<file path="config.mk">
export PLATFORM = sky130hd
export DESIGN_NAME = decoder_arbiter
export DESIGN_NICKNAME = d
export VERILOG_FILES = /design/src/rtl/decoder_arbiter.sv
export SDC_FILE = /design/constraint.sdc
export NUM_CORES = 1
export LEC_CHECK = 0
export CORE_MARGIN = 4
export CORE_UTILIZATION = 35
export DETAILED_ROUTE_END_ITERATION = 16
export GPL_ROUTABILITY_DRIVEN = 0
export HOLD_SLACK_MARGIN = 0.15
export SYNTH_ARGS = -nofsm -noshare
export SYNTH_HDL_FRONTEND = slang
export SYNTH_SLANG_ARGS = --single-unit
</file>
<file path="constraint.sdc">
create_clock -name clock -period 2.8 [get_ports clock]
set_input_delay 0.56 -clock clock [delete_from_list [all_inputs] [get_ports clock]]
set_output_delay 0.56 -clock clock [all_outputs]
set_load 0.02 [all_outputs]
</file>
<file path="src/rtl/decoder_arbiter.sv">
// decoder_arbiter: one pending sample slot per quadrature decoder channel, round-robin
// arbitrated onto a single valid/ready readout stream, with sticky per-channel overrun flags.
module decoder_arbiter #(
  parameter  int CHW = 2,
  parameter  int W   = 8,
  localparam int NCH = 2**CHW
) (
  input  logic             clock,
  input  logic             reset,
  input  logic [NCH-1:0]   en,
  input  logic [NCH-1:0]   upd,
  input  logic [NCH*W-1:0] omega_in,
  input  logic [NCH-1:0]   cw_in,
  input  logic [NCH-1:0]   ovf_clr,
  output logic             out_valid,
  input  logic             out_ready,
  output logic [CHW-1:0]   out_ch,
  output logic [W-1:0]     out_omega,
  output logic             out_cw,
  output logic [NCH-1:0]   ovf
);

  logic [NCH-1:0] r_pend;
  logic [W-1:0]   r_data [NCH];
  logic [NCH-1:0] r_dir;
  logic [CHW-1:0] r_ptr;
  logic [NCH-1:0] r_ovf;

  logic           r_out_valid;
  logic [CHW-1:0] r_out_ch;
  logic [W-1:0]   r_out_omega;
  logic           r_out_cw;

  logic           w_free;
  logic [NCH-1:0] w_cap;
  logic [NCH-1:0] w_elig;
  logic           w_gnt_any;
  logic           w_gnt_valid;
  logic [CHW-1:0] w_gnt_ch;
  logic [CHW-1:0] w_idx;
  logic [NCH-1:0] w_gnt_oh;

  assign w_free = !r_out_valid || out_ready;
  assign w_cap  = upd & en;
  assign w_elig = r_pend & en;

  // Search starts just after the last granted channel and ends on it, so the
  // most recently served channel has the lowest priority.
  always_comb begin
    // NOTE: every combinational output gets a default first so no latch is inferred.
    w_gnt_any = 1'b0;
    w_gnt_ch  = '0;
    w_idx     = '0;
    for (int k = 1; k <= NCH; k++) begin
      w_idx = r_ptr + CHW'(k);
      if (!w_gnt_any && w_elig[w_idx]) begin
        w_gnt_any = 1'b1;
        w_gnt_ch  = w_idx;
      end
    end
  end

  assign w_gnt_valid = w_free && w_gnt_any;
  assign w_gnt_oh    = w_gnt_valid ? ({{(NCH-1){1'b0}}, 1'b1} << w_gnt_ch) : '0;

  // Control state and the output register.
  always_ff @(posedge clock) begin
    // NOTE: sequential state uses non-blocking assignments so every register
    // samples pre-edge values; the granted slot therefore yields its old data
    // even when the same channel re-captures on this edge.
    if (!reset) begin
      r_pend      <= '0;
      r_dir       <= '0;
      r_ptr       <= '1;
      r_ovf       <= '0;
      r_out_valid <= 1'b0;
      r_out_ch    <= '0;
      r_out_omega <= '0;
      r_out_cw    <= 1'b0;
    end else begin
      if (w_free) begin
        if (w_gnt_valid) begin
          r_out_valid <= 1'b1;
          r_out_ch    <= w_gnt_ch;
          r_out_omega <= r_data[w_gnt_ch];
          r_out_cw    <= r_dir[w_gnt_ch];
          r_ptr       <= w_gnt_ch;
        end else begin
          r_out_valid <= 1'b0;
        end
      end
      for (int i = 0; i < NCH; i++) begin
        if (w_cap[i]) r_dir[i] <= cw_in[i];
      end
      // A disabled channel drops its sample; a re-capture keeps the slot pending.
      r_pend <= en & (upd | (r_pend & ~w_gnt_oh));
      // Overrun only when a pending sample is overwritten without being read;
      // a set on the same edge as a clear wins.
      r_ovf  <= (r_ovf & ~ovf_clr) | (w_cap & r_pend & ~w_gnt_oh);
    end
  end

  // NOTE: the sample storage is deliberately not reset; r_pend alone decides
  // whether a slot holds a meaningful value.
  always_ff @(posedge clock) begin
    for (int i = 0; i < NCH; i++) begin
      if (w_cap[i]) r_data[i] <= omega_in[i*W +: W];
    end
  end

  assign out_valid = r_out_valid;
  assign out_ch    = r_out_ch;
  assign out_omega = r_out_omega;
  assign out_cw    = r_out_cw;
  assign ovf       = r_ovf;

endmodule

</file>
Yosys cells after proc, flatten, opt, wreduce, memory -nomap -nowiden
Memories as Yosys holds them, arrays and structs flattened. A register that Yosys moved wholly into a read port is not among the register bits.
Cells that the tools add are included.
Storage, ports and cells
  flip-flop bits (word level): 18
  memories: 1
  bits in writable memories: 32
  output and inout bits: 16
  input port bits: 51
Operators by class
  bitwise gates (word level): 11
  muxes and demuxes: 28
  reductions and logical operators: 11
  shift operators: 1
  $lt $le $gt $ge: 5
  add/subtract/negate cells: 3
Memory list
  r_data: words 4, width 8, rd ports 1, clocked after memory_dff 1, write ports 4, RTL line 24  | logic [W-1:0] r_data [NCH];
Operator list (number)
  $and 4x4->4: 7
  $mux 1: 18
  $lt 2x3->1 const B: 5
  $bmux 1 s2: 5
  $mux 2: 4
  $not 4->4: 2
  $or 4x4->4: 2
  $logic_not 1->1: 5
  $add 2x2->2 const B: 2
  $logic_and 1x1->1: 4
  $mux 4: 1
  $shl 1x2->4 const A: 1
  $add 2x1->2 const B: 1
  $reduce_and 2->1: 1
  $logic_or 1x1->1: 1

Logic depth before layout (Yosys ltp)
Gate-level depths: netlist of the first run.
  word-level depth: 19
  mapped depth: 7

Worst setup path after synthesis of the first run
No wires, ideal clock.
  path kind: input to register
  start: in en[1]
  end: reg r_out_omega[2], in the netlist out_omega[2], read port of r_data
  path slack: 0.899 ns
  library setup time: 0.143 ns
  stages: 7
  data arrival time: 1.758 ns
  cells stage by stage: and3b_1 -> a311oi_2 -> o21a_1 -> buf_6 -> buf_12 -> mux2i_1 -> a221oi_2
On the way
  cells in the longest elaborated chain, start to end: 15
  elaborated cells between the ends (all ways): 25
  classes of those cells: 16 x mux; 1 x bitwise; 8 x reduce/logical
Ends and longest elaborated chain
  from (decl): RTL line 10  | input logic [NCH-1:0] en,
  $and 4x4->4 *: RTL line 45  | assign w_elig = r_pend & en;
  $bmux 1 s2: RTL line 56  | if (!w_gnt_any && w_elig[w_idx]) begin
  $mux 1 (not written as such): RTL line 56
  $mux 1: RTL line 56
  $logic_not 1->1: RTL line 56
  $logic_and 1x1->1: RTL line 56
  $mux 1: RTL line 56
  $logic_not 1->1: RTL line 56
  $logic_and 1x1->1: RTL line 56
  $mux 1: RTL line 56
  $logic_not 1->1: RTL line 56
  $logic_and 1x1->1: RTL line 56
  $mux 1: RTL line 56
  $logic_and 1x1->1: RTL line 63  | assign w_gnt_valid = w_free && w_gnt_any;
  $reduce_and 2->1 (no line)
  to (decl): RTL line 31  | logic [W-1:0] r_out_omega;
Every way passes the cells marked *; elsewhere a longest branch is shown, timed or not. The select of a mux whose other input is x is not followed.
A chain may end at the register's enable or synchronous reset.

Worst setup path after layout of the first run
  start: in en[1]
  end: reg r_out_omega[4], in the netlist out_omega[4], read port of r_data
The elaborated chain is that of the path after synthesis.

==> impl_table.tex, run 1 <==
\begin{tabular}{lr}
\hline
Metric & Value \\
\hline
\multicolumn{2}{l}{\textbf{Drt}} \\
\quad First-pass iteration count of the detailed router & 4 \\
\quad DRC & 0 \\
\quad Overall via count from detail\_route & 1653 \\
\quad DRT iter0 DRCs & just under 60 \\
\quad Vias per cell & 4.93 \\
\quad Total wire length after detailed routing & $\sim$5200 um \\
\quad Antenna Nets Post-Route & 0 \\
\quad Routed length per instance & roughly 15 um \\
\multicolumn{2}{l}{\textbf{Cells and area}} \\
\quad Layout filler cell count & 569 \\
\quad Commonest cells after routing, fill and taps aside & sky130\_fd\_sc\_hd\_\_clkdlybuf4s50\_1, sky130\_fd\_sc\_hd\_\_edfxtp\_1, sky130\_fd\_sc\_hd\_\_dfxtp\_1 \\
\quad Antenna Cells & 0 \\
\quad Post-layout nets & 304 \\
\quad Footprint of the multi-input gates & about 740 um\^{}2 \\
\quad Fraction of final layout cells sized beyond drive strength 1 & approximately a tenth \\
\quad Post-route cell area & 3260 um\^{}2 \\
\quad Sequential Area & 1480 um\^{}2 \\
\quad Layout overhead on the synthesized area & 42.1\% \\
\quad Leading cell type in the layout, fill and taps excluded & sky130\_fd\_sc\_hd\_\_clkdlybuf4s50\_1 \\
\quad Final Non-Filler Cells & 335 \\
\multicolumn{2}{l}{\textbf{Synthesis}} \\
\quad Cell type with the largest total area after synthesis & sky130\_fd\_sc\_hd\_\_edfxtp\_1 \\
\quad Fraction of the yosys area taken by sequential cells & 64.6\% \\
\quad Dominant combinational cell family by area after synthesis & compound AO/OA/AOI/OAI gates \\
\quad Fraction of synthesis flops using an asynchronous set or reset pin & 0\% \\
\quad Synthesized flop and latch total & 58 \\
\quad Area share of the largest cell type after synthesis & approximately two fifths \\
\quad Cell area after synthesis & 2290 um\^{}2 \\
\quad Fraction of synthesized cell area in xor and xnor cells & 0\% \\
\quad Post-synth cell types & 35 \\
\quad Arithmetic-cell share of the synthesized area counting full adders, half adders and majority gates & 0\% \\
\quad Synth area leaders & sky130\_fd\_sc\_hd\_\_edfxtp\_1, sky130\_fd\_sc\_hd\_\_dfxtp\_1, sky130\_fd\_sc\_hd\_\_mux2i\_1, sky130\_fd\_sc\_hd\_\_o21ai\_0, sky130\_fd\_sc\_hd\_\_nand2\_1 \\
\quad Multiplexer area fraction after synthesis & a little under 8\% \\
\quad Yosys warns & 0 \\
\quad Top\_reg\_cell synth & sky130\_fd\_sc\_hd\_\_edfxtp\_1 \\
\quad Net count of the mapped netlist & approximately 230 \\
\quad Cells after Synth & 178 \\
\quad Complex-gate fraction of the synthesized area & 16.7\% \\
\quad Simple-gate portion of the synthesized area & 7.86\% \\
\quad Number of enable flip-flop cells after synthesis & 32 \\
\quad Mean Syn Cell Area & 12.9 um\^{}2 \\
\multicolumn{2}{l}{\textbf{Floorplanning}} \\
\quad Top-Level Pins & 67 \\
\quad Core Box Area & 6350 um\^{}2 \\
\quad Area enclosed by the die boundary & 7910 um\^{}2 \\
\quad Row count & 29 \\
\quad Die outline width & 89.0 um \\
\quad DIE HEIGHT & 89.0 um \\
\quad Starting density of the core & 36.1\% \\
\multicolumn{2}{l}{\textbf{Clock network}} \\
\quad Post CTS Setup Buffer Count & 0 \\
\quad Clock transition time at the flip-flop clock pins of the worst setup and hold paths & 60 ps \\
\quad Worst skew pair latency & 320 ps \\
\quad Number of clock sinks & 58 \\
\quad Number of buffers created by CTS & 9 \\
\quad \# resized after CTS & 0 \\
\quad Max clock buf depth & 2 \\
\quad TritonCTS clock tree & built \\
\quad Depth of the CTS H-tree & 3 \\
\quad CTS hold repair buffers & 0 \\
\quad CTS Root Cell & sky130\_fd\_sc\_hd\_\_clkbuf\_8 \\
\multicolumn{2}{l}{\textbf{Power}} \\
\quad P\_leak & 1.24 nW \\
\quad Part of the total power dissipated in combinational logic & 15.2\% \\
\quad Power Dens Cells & 651 nW/um\^{}2 \\
\quad IR Drop Worst-Case VDD & 0.356 mV \\
\quad Total net switching power & 0.490 mW \\
\quad Internal portion of total power & 1.63 mW \\
\quad Clock group share of total power & 38.0\% \\
\quad Total Power Consumption & 2.12 mW \\
\quad Flop pwr share & 46.8\% \\
\quad Switching Share & between 20 and 25\% \\
\multicolumn{2}{l}{\textbf{STA}} \\
\quad Slew at the pin closest to its max-slew limit & approximately 750 ps \\
\quad Post-route setup TNS & 0 ps \\
\quad Setup-failing EPs final & 0 \\
\quad Worst clock skew & 3.52 ps \\
\quad Number of failing hold endpoints at the final stage & 0 \\
\quad Final Max Slew Viols & 0 \\
\quad Setup repair after global routing missed its margin & false \\
\quad Max\_slew headroom & 49.7\% \\
\quad Final period util & 78.7\% \\
\quad Achievable frequency & 454 MHz \\
\quad Period minus WS final & 2200 ps \\
\multicolumn{2}{l}{\textbf{Global route}} \\
\quad Number of antenna violations at the first check in global routing & 0 \\
\quad Global-route wire length before repair & roughly 7900 um \\
\quad Global routing usage summed across all routing layers & 13.8\% \\
\quad Total gr overflow & 0 \\
\quad Vias in the first global route & 1657 \\
\quad Maximum number of pins on one net before global-route repair & 22 \\
\multicolumn{2}{l}{\textbf{Worst setup path}} \\
\quad Critical path capture point type & flip-flop \\
\quad Maximum fanout count along the critical path & 18 \\
\quad Path type of the worst setup path & in2reg \\
\quad Worst setup SP type & primary input \\
\quad Data required time at the worst endpoint & 3030 ps \\
\quad Crit path DAT & approximately 2400 ps \\
\multicolumn{2}{l}{\textbf{Placement}} \\
\quad Final HPWL DP & 3840 um \\
\quad Placement Cell Area & 3050 um\^{}2 \\
\quad Quantity of I/O buffers inserted on ports & 66 \\
\quad Cell total after placement & 319 \\
\multicolumn{2}{l}{\textbf{Job}} \\
\quad Max capacitance violation total & 0 \\
\multicolumn{2}{l}{\textbf{Outcome}} \\
\quad Run status & finished, final reports clean \\
\multicolumn{2}{l}{\textbf{Min path}} \\
\quad Tightest Hold Check Type & reg2reg \\
\hline
\end{tabular}
## critical path, cell delays in order
cell,delay (ps)
sky130_fd_sc_hd__clkdlybuf4s50_1,480
sky130_fd_sc_hd__and3b_1,240
sky130_fd_sc_hd__a311oi_2,320
sky130_fd_sc_hd__o21a_1,230
sky130_fd_sc_hd__buf_12,190
sky130_fd_sc_hd__mux2i_1,120
sky130_fd_sc_hd__a221oi_1,290
## flip-flops by register name (all words and copies together), names as in the netlist
name / count
out_ch: 2
out_cw: 1
out_omega: 8
out_valid: 1
ovf: 4
r_data: 32
r_dir: 4
r_pend: 4
r_ptr: 2
## worst paths after layout
| check | start | endpoint | slack (ps) | cells after the start |
|---|---|---|---|---|
| setup / recovery | en[1] | out_omega[4] | 600 | 7 |
| hold / removal | r_dir[0] | r_dir[0] | 470 | 2 |
| setup reg to reg | r_ptr[0] | out_omega[4] | 910 | 6 |
| hold reg to reg | r_dir[0] | r_dir[0] | 470 | 2 |
## cells in the mapped netlist, drive strengths merged (3+ instances only)
library cell   n
nor2           5
nand3b         3
a21boi         9
o21ai         16
edfxtp        32
a221oi         9
dfxtp         26
mux2i         18
inv            5
a21oi          3
nand2         21
clkbuf         5
## area by class of cell
class                   count  share of cell area, %
multi-input cells         108                   22.8
flip-flops and latches     58                   45.5
well taps                  77                   2.96
inverters                   5                  0.576
clock inverters             6                   2.50
repair buffers             71                   21.8
clock buffers              10                   3.92
## layer usage
metal	vias to the layer above	share of wire (%)	track usage, %
met5	-	0	0
met4	0	1.6	6.50
met3	8	6.5	3.69
met2	54	46	21.1
met1	767	45	18.3
li1	824	-	-
## through the flow
step	hold slack (ps)	worst slack [ps]	util, %
after floorplan	443	899	-
after global placement	452	273	48.0
after detailed placement	466	245	48.0
after CTS	474	593	51.3
after global routing	497	464	51.3
final	469	598	51.3
## cells by family after synthesis
kind of cell    count (synthesis)
compound gates                 52
buf+inv                        12
flops                          58
mux                            18
simple gates                   38
## power groups by stage
stage                     registers [mW]  clock network [mW]  logic (mW)
after floorplan                     1.03                   0       0.152
after global placement              1.01                   0       0.325
after detailed placement            1.01                   0       0.327
after CTS                          0.993               0.831       0.328
after global routing               0.999               0.874       0.349
final                              0.993               0.807       0.321
(Power assumes the default switching activity.)
==> run 2: changes to the inputs <==
Clock period 2.8 ns to 2.1 ns, I/O delays scaled along.
==> run 2 against run 1 <==
  * Utilization up 2.1 points
  * Die area did not move
  * Sequential power rose by 34%
  * Critical path depth stayed put
  * Via count is 1.6% higher
  * Sequential share of layout area is 1.8 points lower
  * Critical endpoint is now out_omega[2]
  * Largest power group unchanged
  * Highest routed layer unchanged
==> impl_table.tex, run 2 (synthesis gave the netlist of run 1 again) <==
\begin{tabular}{lr}
\hline
Metric & Value \\
\hline
\multicolumn{2}{l}{\textbf{Worst setup path}} \\
\quad Path type of the worst setup path & in2reg \\
\quad Data required time at the worst endpoint & around 2300 ps \\
\quad Flop2flop setup slack & about 270 ps \\
\quad Maximum fanout count along the critical path & 18 \\
\quad Worst setup SP type & primary input \\
\quad Crit path DAT & 2140 ps \\
\quad Critical path capture point type & flip-flop \\
\multicolumn{2}{l}{\textbf{Cells and area}} \\
\quad Fraction of final layout cells sized beyond drive strength 1 & 13.7\% \\
\quad Antenna Cells & 0 \\
\quad Leading cell type in the layout, fill and taps excluded & sky130\_fd\_sc\_hd\_\_clkdlybuf4s50\_1 \\
\quad Post-route cell area & around 3400 um\^{}2 \\
\quad Largest register by flop count & r\_data \\
\quad Largest register FFs & 32 \\
\quad Layout overhead on the synthesized area & 47.8\% \\
\quad Commonest cells after routing, fill and taps aside & sky130\_fd\_sc\_hd\_\_clkdlybuf4s50\_1, sky130\_fd\_sc\_hd\_\_edfxtp\_1, sky130\_fd\_sc\_hd\_\_dfxtp\_1 \\
\quad Post-layout nets & between 300 and 400 \\
\quad Final Non-Filler Cells & 347 \\
\multicolumn{2}{l}{\textbf{Drt}} \\
\quad Antenna Nets Post-Route & 0 \\
\quad DRT iter0 DRCs & 75 \\
\quad Total wire length after detailed routing & 5370 um \\
\quad DRC & 0 \\
\quad Vias per cell & 4.84 \\
\quad First-pass iteration count of the detailed router & 4 \\
\quad Overall via count from detail\_route & 1679 \\
\quad Routed length per instance & 15.5 um \\
\multicolumn{2}{l}{\textbf{STA}} \\
\quad Max\_slew headroom & 65.2\% \\
\quad Final period util & 92.1\% \\
\quad Worst clock skew & 10.5 ps \\
\quad Slew at the pin closest to its max-slew limit & 520 ps \\
\quad Worst path setup slack after routing & 166 ps \\
\quad Setup-failing EPs final & 0 \\
\quad Number of failing hold endpoints at the final stage & 0 \\
\quad Setup repair after global routing missed its margin & false \\
\quad Final Max Slew Viols & 0 \\
\quad Achievable frequency & 517 MHz \\
\quad Period minus WS final & 1930 ps \\
\multicolumn{2}{l}{\textbf{Min path}} \\
\quad Tightest Hold Check Type & reg2reg \\
\multicolumn{2}{l}{\textbf{Floorplanning}} \\
\quad Area enclosed by the die boundary & 7910 um\^{}2 \\
\quad Starting density of the core & between 30\% and 40\% \\
\quad Row count & 29 \\
\quad DIE HEIGHT & 89.0 um \\
\quad Top-Level Pins & 67 \\
\quad Core Box Area & 6350 um\^{}2 \\
\quad Die outline width & 89.0 um \\
\multicolumn{2}{l}{\textbf{Placement}} \\
\quad Cell total after placement & $\sim$330 \\
\quad Final HPWL DP & 4090 um \\
\quad Worst-case setup slack after placement & -186 ps \\
\quad Placement Cell Area & about 3200 um\^{}2 \\
\quad Quantity of I/O buffers inserted on ports & 66 \\
\multicolumn{2}{l}{\textbf{Global route}} \\
\quad Vias in the first global route & between 1.5k and 2k \\
\quad Global-route wire length before repair & 8340 um \\
\quad Number of antenna violations at the first check in global routing & 0 \\
\quad Global routing usage summed across all routing layers & between 10\% and 20\% \\
\quad Maximum number of pins on one net before global-route repair & 19 \\
\quad Total gr overflow & 0 \\
\multicolumn{2}{l}{\textbf{Power}} \\
\quad Power Dens Cells & 882 nW/um\^{}2 \\
\quad P\_leak & 1.32 nW \\
\quad IR Drop Worst-Case VDD & 0.498 mV \\
\multicolumn{2}{l}{\textbf{Clock network}} \\
\quad TritonCTS clock tree & built \\
\quad CTS hold repair buffers & 0 \\
\quad Number of buffers created by CTS & 9 \\
\quad Max clock buf depth & 2 \\
\quad Worst skew pair latency & 330 ps \\
\quad Number of clock sinks & 58 \\
\quad \# resized after CTS & 0 \\
\quad Depth of the CTS H-tree & 3 \\
\quad CTS Root Cell & sky130\_fd\_sc\_hd\_\_clkbuf\_8 \\
\quad Clock transition time at the flip-flop clock pins of the worst setup and hold paths & 60 ps \\
\quad Post CTS Setup Buffer Count & 0 \\
\multicolumn{2}{l}{\textbf{Job}} \\
\quad Max capacitance violation total & 0 \\
\multicolumn{2}{l}{\textbf{Outcome}} \\
\quad Run status & finished, final reports clean \\
\hline
\end{tabular}
==> run 2: cell count changes in the layout (fill, tap and decap cells not counted), sizes merged <==
cell | previous run | this run
clkinv | 3 | 2
buf | 5 | 18
clkbuf | 10 | 9
bufinv | 2 | 3
==> run 2: through the flow <==
stage	util, %	hold WS [ps]	TNS [ps]	power [mW]
final	53.4	468	0	2.99
after global placement	49.8	456	-2210	1.81
after detailed placement	49.8	464	-2130	1.81
after CTS	53.4	472	0	3.02
after global routing	53.4	493	0	3.13
after floorplan	-	443	0	1.57
==> run 2: path summary, 6_finish.rpt <==
check                           startpoint           end  cells past startpoint
worst min-delay path              r_dir[1]      r_dir[1]                      2
worst min register to register    r_dir[1]      r_dir[1]                      2
worst max register to register    r_ptr[0]  out_omega[2]                      6
worst max-delay path                 en[1]  out_omega[2]                      7
==> run 2: per-layer routing <==
layer,global-route usage [%],up-vias,share of wire [%]
li1,-,853,-
met2,23.3,46,48
met5,0,-,0
met1,17.3,775,43
met4,4.87,0,0.86
met3,6.91,5,7.6
==> run 2: power by group <==
part	internal, mW	switching, mW
registers	1.28	0.0418
logic	0.254	0.202
clock network	0.775	0.432
==> run 2: worst max-delay path: stages <==
cell and delay [ps]:
sky130_fd_sc_hd__clkdlybuf4s50_1 430, sky130_fd_sc_hd__and3b_1 220, sky130_fd_sc_hd__a311oi_2 290, sky130_fd_sc_hd__o21a_1 220
sky130_fd_sc_hd__buf_12 190, sky130_fd_sc_hd__mux2i_1 270, sky130_fd_sc_hd__a221oi_2 90
==> run 2: final cells by class <==
cell class	instances	area, um^2
Clock buffer	9	124
Clock inverter	6	106
Fill cell	571	2960
Inverter	5	18.8
Multi-Input combinational cell	108	743
Sequential cell	58	1480
Tap cell	77	96.3
Timing Repair Buffer	84	821
